File: src/rtl/s_term_ram_io_port.sv
// s_term_ram_io_port: south-terminal tile turning fabric requests into a sequenced single-port RAM channel.
module s_term_ram_io_port #(
    parameter int MaxFramesPerCol = 20,
    parameter int FrameBitsPerRow = 32,
    parameter int CFG_FRAME       = 0,
    parameter int ADDR_W          = 10,
    parameter int DATA_W          = 8,
    parameter int FIFO_DEPTH      = 4,
    parameter int RD_LAT          = 2
) (
    input  logic                       UserCLK,
    input  logic                       UserRST,
    output logic                       UserCLKo,
    input  logic [FrameBitsPerRow-1:0] FrameData,
    input  logic [MaxFramesPerCol-1:0] FrameStrobe,
    output logic [MaxFramesPerCol-1:0] FrameStrobe_O,
    input  logic                       req_valid,
    input  logic                       req_we,
    input  logic [ADDR_W-1:0]          req_addr,
    input  logic [DATA_W-1:0]          req_wdata,
    output logic                       req_ready,
    output logic                       rsp_valid,
    output logic [DATA_W-1:0]          rsp_data,
    output logic                       err,
    output logic                       ram_en,
    output logic                       ram_we,
    output logic [ADDR_W-1:0]          ram_addr,
    output logic [DATA_W-1:0]          ram_wdata,
    input  logic [DATA_W-1:0]          ram_rdata
);
    localparam int AW = $clog2(FIFO_DEPTH);
    localparam int CW = $clog2(FIFO_DEPTH + 1);
    localparam int LW = $clog2(RD_LAT + 1);
    localparam int EW = 1 + ADDR_W + DATA_W;

    typedef enum logic [2:0] {IDLE, WR, RD, RWAIT, RESP} state_t;

    state_t         state, state_nx;
    logic [3:0]     cfg;
    logic [EW-1:0]  fifo [FIFO_DEPTH];
    logic [AW-1:0]  wr_ptr, rd_ptr;
    logic [CW-1:0]  count;
    logic [LW-1:0]  lat_cnt;
    logic [EW-1:0]  head;
    logic           full, empty, accept, allowed, push, pop, lat_done;
    logic           unused_frame_bits;

    assign UserCLKo      = UserCLK;
    assign FrameStrobe_O = FrameStrobe;
    assign unused_frame_bits = ^FrameData[FrameBitsPerRow-1:4];

    assign full      = count == CW'(FIFO_DEPTH);
    assign empty     = count == '0;
    assign req_ready = cfg[0] & ~full;
    assign accept    = req_valid & req_ready;
    assign allowed   = req_we ? cfg[1] : cfg[2];
    assign push      = accept & allowed;
    assign head      = fifo[rd_ptr];
    // Writes chain straight out of WR so a queued burst issues one per cycle
    assign pop       = (state == IDLE || state == WR) && !empty;
    assign lat_done  = lat_cnt == LW'(RD_LAT);

    always_comb begin
        state_nx = state;
        case (state)
            IDLE, WR: state_nx = pop ? (head[EW-1] ? WR : RD) : IDLE;
            RD:       state_nx = RWAIT;
            RWAIT:    state_nx = lat_done ? RESP : RWAIT;
            RESP:     state_nx = IDLE;
            default:  state_nx = IDLE;
        endcase
    end

    always_ff @(posedge UserCLK or posedge UserRST) begin
        if (UserRST) begin
            state     <= IDLE;
            cfg       <= '0;
            wr_ptr    <= '0;
            rd_ptr    <= '0;
            count     <= '0;
            lat_cnt   <= '0;
            err       <= 1'b0;
            rsp_valid <= 1'b0;
            rsp_data  <= '0;
            ram_en    <= 1'b0;
            ram_we    <= 1'b0;
            ram_addr  <= '0;
            ram_wdata <= '0;
            for (int i = 0; i < FIFO_DEPTH; i++) fifo[i] <= '0;
        end else begin
            state <= state_nx;
            if (FrameStrobe[CFG_FRAME]) cfg <= FrameData[3:0];
            if (push) begin
                fifo[wr_ptr] <= {req_we, req_addr, req_wdata};
                wr_ptr       <= wr_ptr + 1'b1;
            end
            if (pop) rd_ptr <= rd_ptr + 1'b1;
            count     <= count + CW'(push) - CW'(pop);
            err       <= accept & ~allowed;
            ram_en    <= pop;
            ram_we    <= pop & head[EW-1];
            if (pop) {ram_addr, ram_wdata} <= head[EW-2:0];
            // lat_cnt is 1 on the first RWAIT cycle, i.e. counts cycles since ram_en
            lat_cnt   <= (state == RWAIT) ? lat_cnt + LW'(1) : LW'(1);
            rsp_valid <= (state == RWAIT) && lat_done;
            if ((state == RWAIT) && lat_done) rsp_data <= ram_rdata;
            else if ((state == RESP) && !cfg[3]) rsp_data <= '0;
        end
    end
endmodule
File: config.mk
export PLATFORM = sky130hd
export DESIGN_NAME = s_term_ram_io_port
export DESIGN_NICKNAME = d
export VERILOG_FILES = /design/src/rtl/s_term_ram_io_port.sv
export SDC_FILE = /design/constraint.sdc
export NUM_CORES = 1
export LEC_CHECK = 0
export BUFFER_PORTS_ARGS = -buffer_cell sky130_fd_sc_hd__buf_2
export CORE_UTILIZATION = 25
export DETAILED_ROUTE_END_ITERATION = 7
export MAX_ROUTING_LAYER = met4
export PLACE_DENSITY = 0.54
export SLEW_MARGIN = 15
export SYNTH_ARGS = -nofsm -noshare
export SYNTH_HDL_FRONTEND = slang
export SYNTH_SLANG_ARGS = --single-unit
File: constraint.sdc
create_clock -name UserCLK -period 5.27 [get_ports UserCLK]
set_input_delay 0.2635 -clock UserCLK [delete_from_list [all_inputs] [get_ports UserCLK]]
set_output_delay 0.2635 -clock UserCLK [all_outputs]
set_load 0.02 [all_outputs]
# Word level (Yosys, flattened, before mapping)
# Index checks and enable logic that the tools add are counted.
dict set report word_totals {
  in_bits 82
  output_inout_bits 52
  reg_bits 122
}
dict set report op_classes {
  magnitude_cmp 3
  bitwise 9
  reduce_logical 11
  addsub 5
  mux 14
  eq_ne 6
}
# cell count
set op_table {}
lappend op_table {{$bwmux 76} 1}
lappend op_table {{$mux 19} 3}
lappend op_table {{$bmux 19 s2} 1}
lappend op_table {{$demux 19 s2} 1}
lappend op_table {{$mux 8} 2}
lappend op_table {{$pmux 3 s3} 1}
lappend op_table {{$add 2x1->2 const B} 3}
lappend op_table {{$eq 3x2->1 const B} 2}
lappend op_table {{$eq 3x3->1 const B} 2}
lappend op_table {{$ge 3x3->1 const B} 2}
lappend op_table {{$logic_not 3->1} 2}
lappend op_table {{$mux 2} 3}
lappend op_table {{$not 2->3} 2}
lappend op_table {{$and 1x1->1} 5}
lappend op_table {{$logic_and 1x1->1} 4}
lappend op_table {{$add 3x1->3} 1}
lappend op_table {{$eq 3x1->1 const B} 1}
lappend op_table {{$lt 3x1->1 const B} 1}
lappend op_table {{$mux 3} 1}
lappend op_table {{$sub 3x1->3} 1}
lappend op_table {{$eq 2x2->1 const B} 1}
lappend op_table {{$logic_not 1->1} 2}
lappend op_table {{$not 1->1} 2}
lappend op_table {{$reduce_bool 2->1} 1}
lappend op_table {{3 further kinds} 3}

# Depth between registers and ports, before layout
dict set report logic_depth {
  depth_word 7
  mapped_depth 11
  mapped_depth_nobuf 9
}

==> flow_summary_export.csv <==
group,metric,value,unit
timing,relSlewSlack,0.258,
placed_design,io_buffer_count,67,
setup_path,path_class,"clock port to primary output",
yosys,synth.area.top_cells,"dfrtp_1 (55%), mux2_2 (12%), mux2_4 (11%)",
setup_path,timing.critical_path.mode_cell,"clkbuf_16",
detailed_routing,vias_per_cell,4.25,
yosys,syn_area,0.00551,mm^2
global_route,grt_max_degree,63,
clock_tree,clk_pin_slew_worst_paths,0.05,ns
die,dieArea,0.0226,mm^2
power,power.density,646,mW/mm^2
global_route,grt_pass1_vias,3417,
setup_path,r2r-end,"count[2]",
timing,timing.setup.tns,0,ns
die,fp.dieW,150,um
global_route,overflow,0,
power,peakVddDrop,0.000285,V
clock_tree,ctsResizeCount,0,
global_route,grtUsageMet2,0.180,
min_path,hp-class,"primary input to flop",
die,start_util,0.259,
detailed_routing,vias,2956,
clock_tree,clkLatencyLatePin,0.52,ns
detailed_routing,drt_pass1_iterations,4,
layout,stdcell_count,695,
yosys,synth_most_common_cell,"dfrtp_1",
timing,hold_viol_final,0,
detailed_routing,drc,0,
clock_tree,post_cts_buffers,0,
setup_path,critPathLaunchType,"clock port",
yosys,synth_top_area_cell,"dfrtp_1",
yosys,yosys_warnings,0,
setup_path,cp_max_fo,2,
layout,n_fill_cell,2081,
timing,rsz0062_at_grt,"false",
die,ios,134,
yosys,synth_common_cells,"dfrtp_1 (122), mux2_2 (58), mux2_4 (41)",
setup_path,required,5.01,ns
yosys,synth_edf_count,0,
die,core_area,0.0213,mm^2
setup_path,rr_worst_depth,9,
global_route,busiest_layer,"met2",
detailed_routing,postRouteAntennaNets,0,
detailed_routing,drt_iter0_drc,104,
placed_design,dpl.hpwl,7020,um
run,maxCapViolations,0,
yosys,yosys_register_bits,122,
die,die_y,150,um
min_path,min-delay-start,"req_addr[2]",
layout,syn2layout_area_growth,24.1,%
global_route,grt_pass1_wl,18600,um
setup_path,slowest_delay,0.15,ns
timing,tightest_slew,1.11,ns
global_route,globalRouteMet1Util,0.133,
placed_design,place_congestion,0.666,
layout,regArea,0.00305,mm^2
yosys,syn_inst,332,
detailed_routing,wl_per_cell,16.5,um
setup_path,crit_chain,"clkbuf_16 -> clkbuf_16 -> buf_2",
setup_path,slowest_stage,"buf_2",
detailed_routing,wirelength,11500,um
clock_tree,cts_tree,"built",
yosys,synth.lib_cells_used.distinct,30,
timing,setup_viol,0,
setup_path,crit_arrival,3.03,ns
placed_design,pre_cts_ws,2.24,ns
layout,num-nets-final,497,
yosys,yosysSeqAreaShare,0.554,
global_route,met3_usage,0.0361,
setup_path,end_kind,"primary output",
timing,fin_skew,0.00739,ns
layout,final_util,0.321,
yosys,synth_top_cell_area_share,0.554,
setup_path,timing.rr.start,"count[2]",
global_route,grt_usage,0.115,
global_route,antenna_found_initial,0,
yosys,synth_ff_type,"dfrtp_1",
timing,maxSlewViolCount,0,
yosys,synth_area_per_cell,16.6,um^2
timing,finalWorstSetupSlack,1.98,ns
outcome,outcome,"complete, no violations",
setup_path,reg2reg_slack,2.76,ns
min_path,min_to,"fifo[67]",
yosys,async_flop_share,1.00,
power,power.leakage,0.00326,uW
layout,diodes,0,
yosys,syn_nets,422,
placed_design,dpl.cell_count,641,
min_path,worstHoldPathCells,2,
die,row_count,53,
layout,multi_input_area,0.00215,mm^2
layout,drive_gt1_frac,0.540,
## logic make-up (layout without fill, tap and decap cells)
family | after synthesis | in the layout | synth area share
adder cells (fa/ha/maj) | 8 | 8 | 0.0195
XOR/XNOR | 5 | 5 | 0.00795
AO/OA/AOI/OAI | 10 | 10 | 0.0145
flip-flops | 122 | 122 | 0.554
buffers and inverters | 45 | 133 | 0.0568
multiplexers | 119 | 119 | 0.310
AND/OR/NAND/NOR | 23 | 23 | 0.0375
## critical path: cells and delay by family
family | cells | cell delay, ns
buffers and inverters | 3 | 0.40
## metrics by stage
stage / area, um^2 / power (uW) / hold WS [ns]
6_report: 6840 / 4420 / 0.0255
4_1_cts: 6840 / 4490 / 0.000979
2_1_floorplan: 5510 / 2750 / 0.376
3_3_place_gp: 5930 / 3020 / 0.398
5_1_grt: 6840 / 4680 / 0.00555
3_5_place_dp: 5930 / 3090 / 0.398
## layer usage
metal / up-vias / routed length, um
met5: - / 0
met4: 0 / 208
met3: 29 / 519
met2: 56 / 5710
met1: 1538 / 5060
li1: 1333 / -
## worst max path at each step
stage	from	to	slack (ns)	depth (start not counted)
after floorplan	UserRST	cfg[0]	1.76	1
after global placement	UserCLK	UserCLKo	2.24	1
after detailed placement	UserCLK	UserCLKo	2.24	1
after CTS	UserCLK	UserCLKo	1.97	3
after global routing	UserCLK	UserCLKo	1.97	3
final	UserCLK	UserCLKo	1.98	3
## placed cells by master (no fill, tap or decap)
cell	n
a22o_1	8
and2_1	2
and3_2	1
and3b_1	1
and4b_1	2
buf_2	67
buf_4	2
bufinv_16	4
clkbuf_1	3
clkbuf_16	20
clkbuf_8	5
clkinv_2	3
dfrtp_1	121
dfrtp_2	1
dlygate4sd3_1	19
fa_1	1
ha_1	7
inv_1	9
inv_4	1
mux2_1	1
mux2_2	58
mux2_4	41
mux4_2	19
nand2_1	3
nand3_1	1
nand4_4	4
nor2_1	3
nor2b_1	1
nor3_1	1
nor4b_1	1
o21ai_0	2
or3_1	1
or3b_1	1
or4b_2	1
xnor2_1	5
## sequential cells by signal, indices dropped and copies added, names as in the netlist
register	cells
fifo	76
ram_addr	10
ram_wdata	8
rsp_data	8
cfg	4
count	3
state	3
lat_cnt	2
rd_ptr	2
wr_ptr	2
err	1
ram_en	1
ram_we	1
rsp_valid	1
## timing repair
item                       CTS  global route
hold endpoints to repair    84             0
setup endpoints to repair    0             0
hold buffers                19             0
## cell type report
type	instances	share of cell area
tap	275	0.0503
clock inverter	7	0.0198
multi-input combinational	165	0.314
timing repair buffer	87	0.0783
clock buffer	29	0.0856
inverter	10	0.00585
sequential	122	0.446
## power by group
part           switching [uW]  total (uW)  internal (uW)
clock                     427        1380            954
sequential                316        1690           1370
combinational             522        1350            827
total                    1260        4420           3150
(Power assumes the default switching activity.)
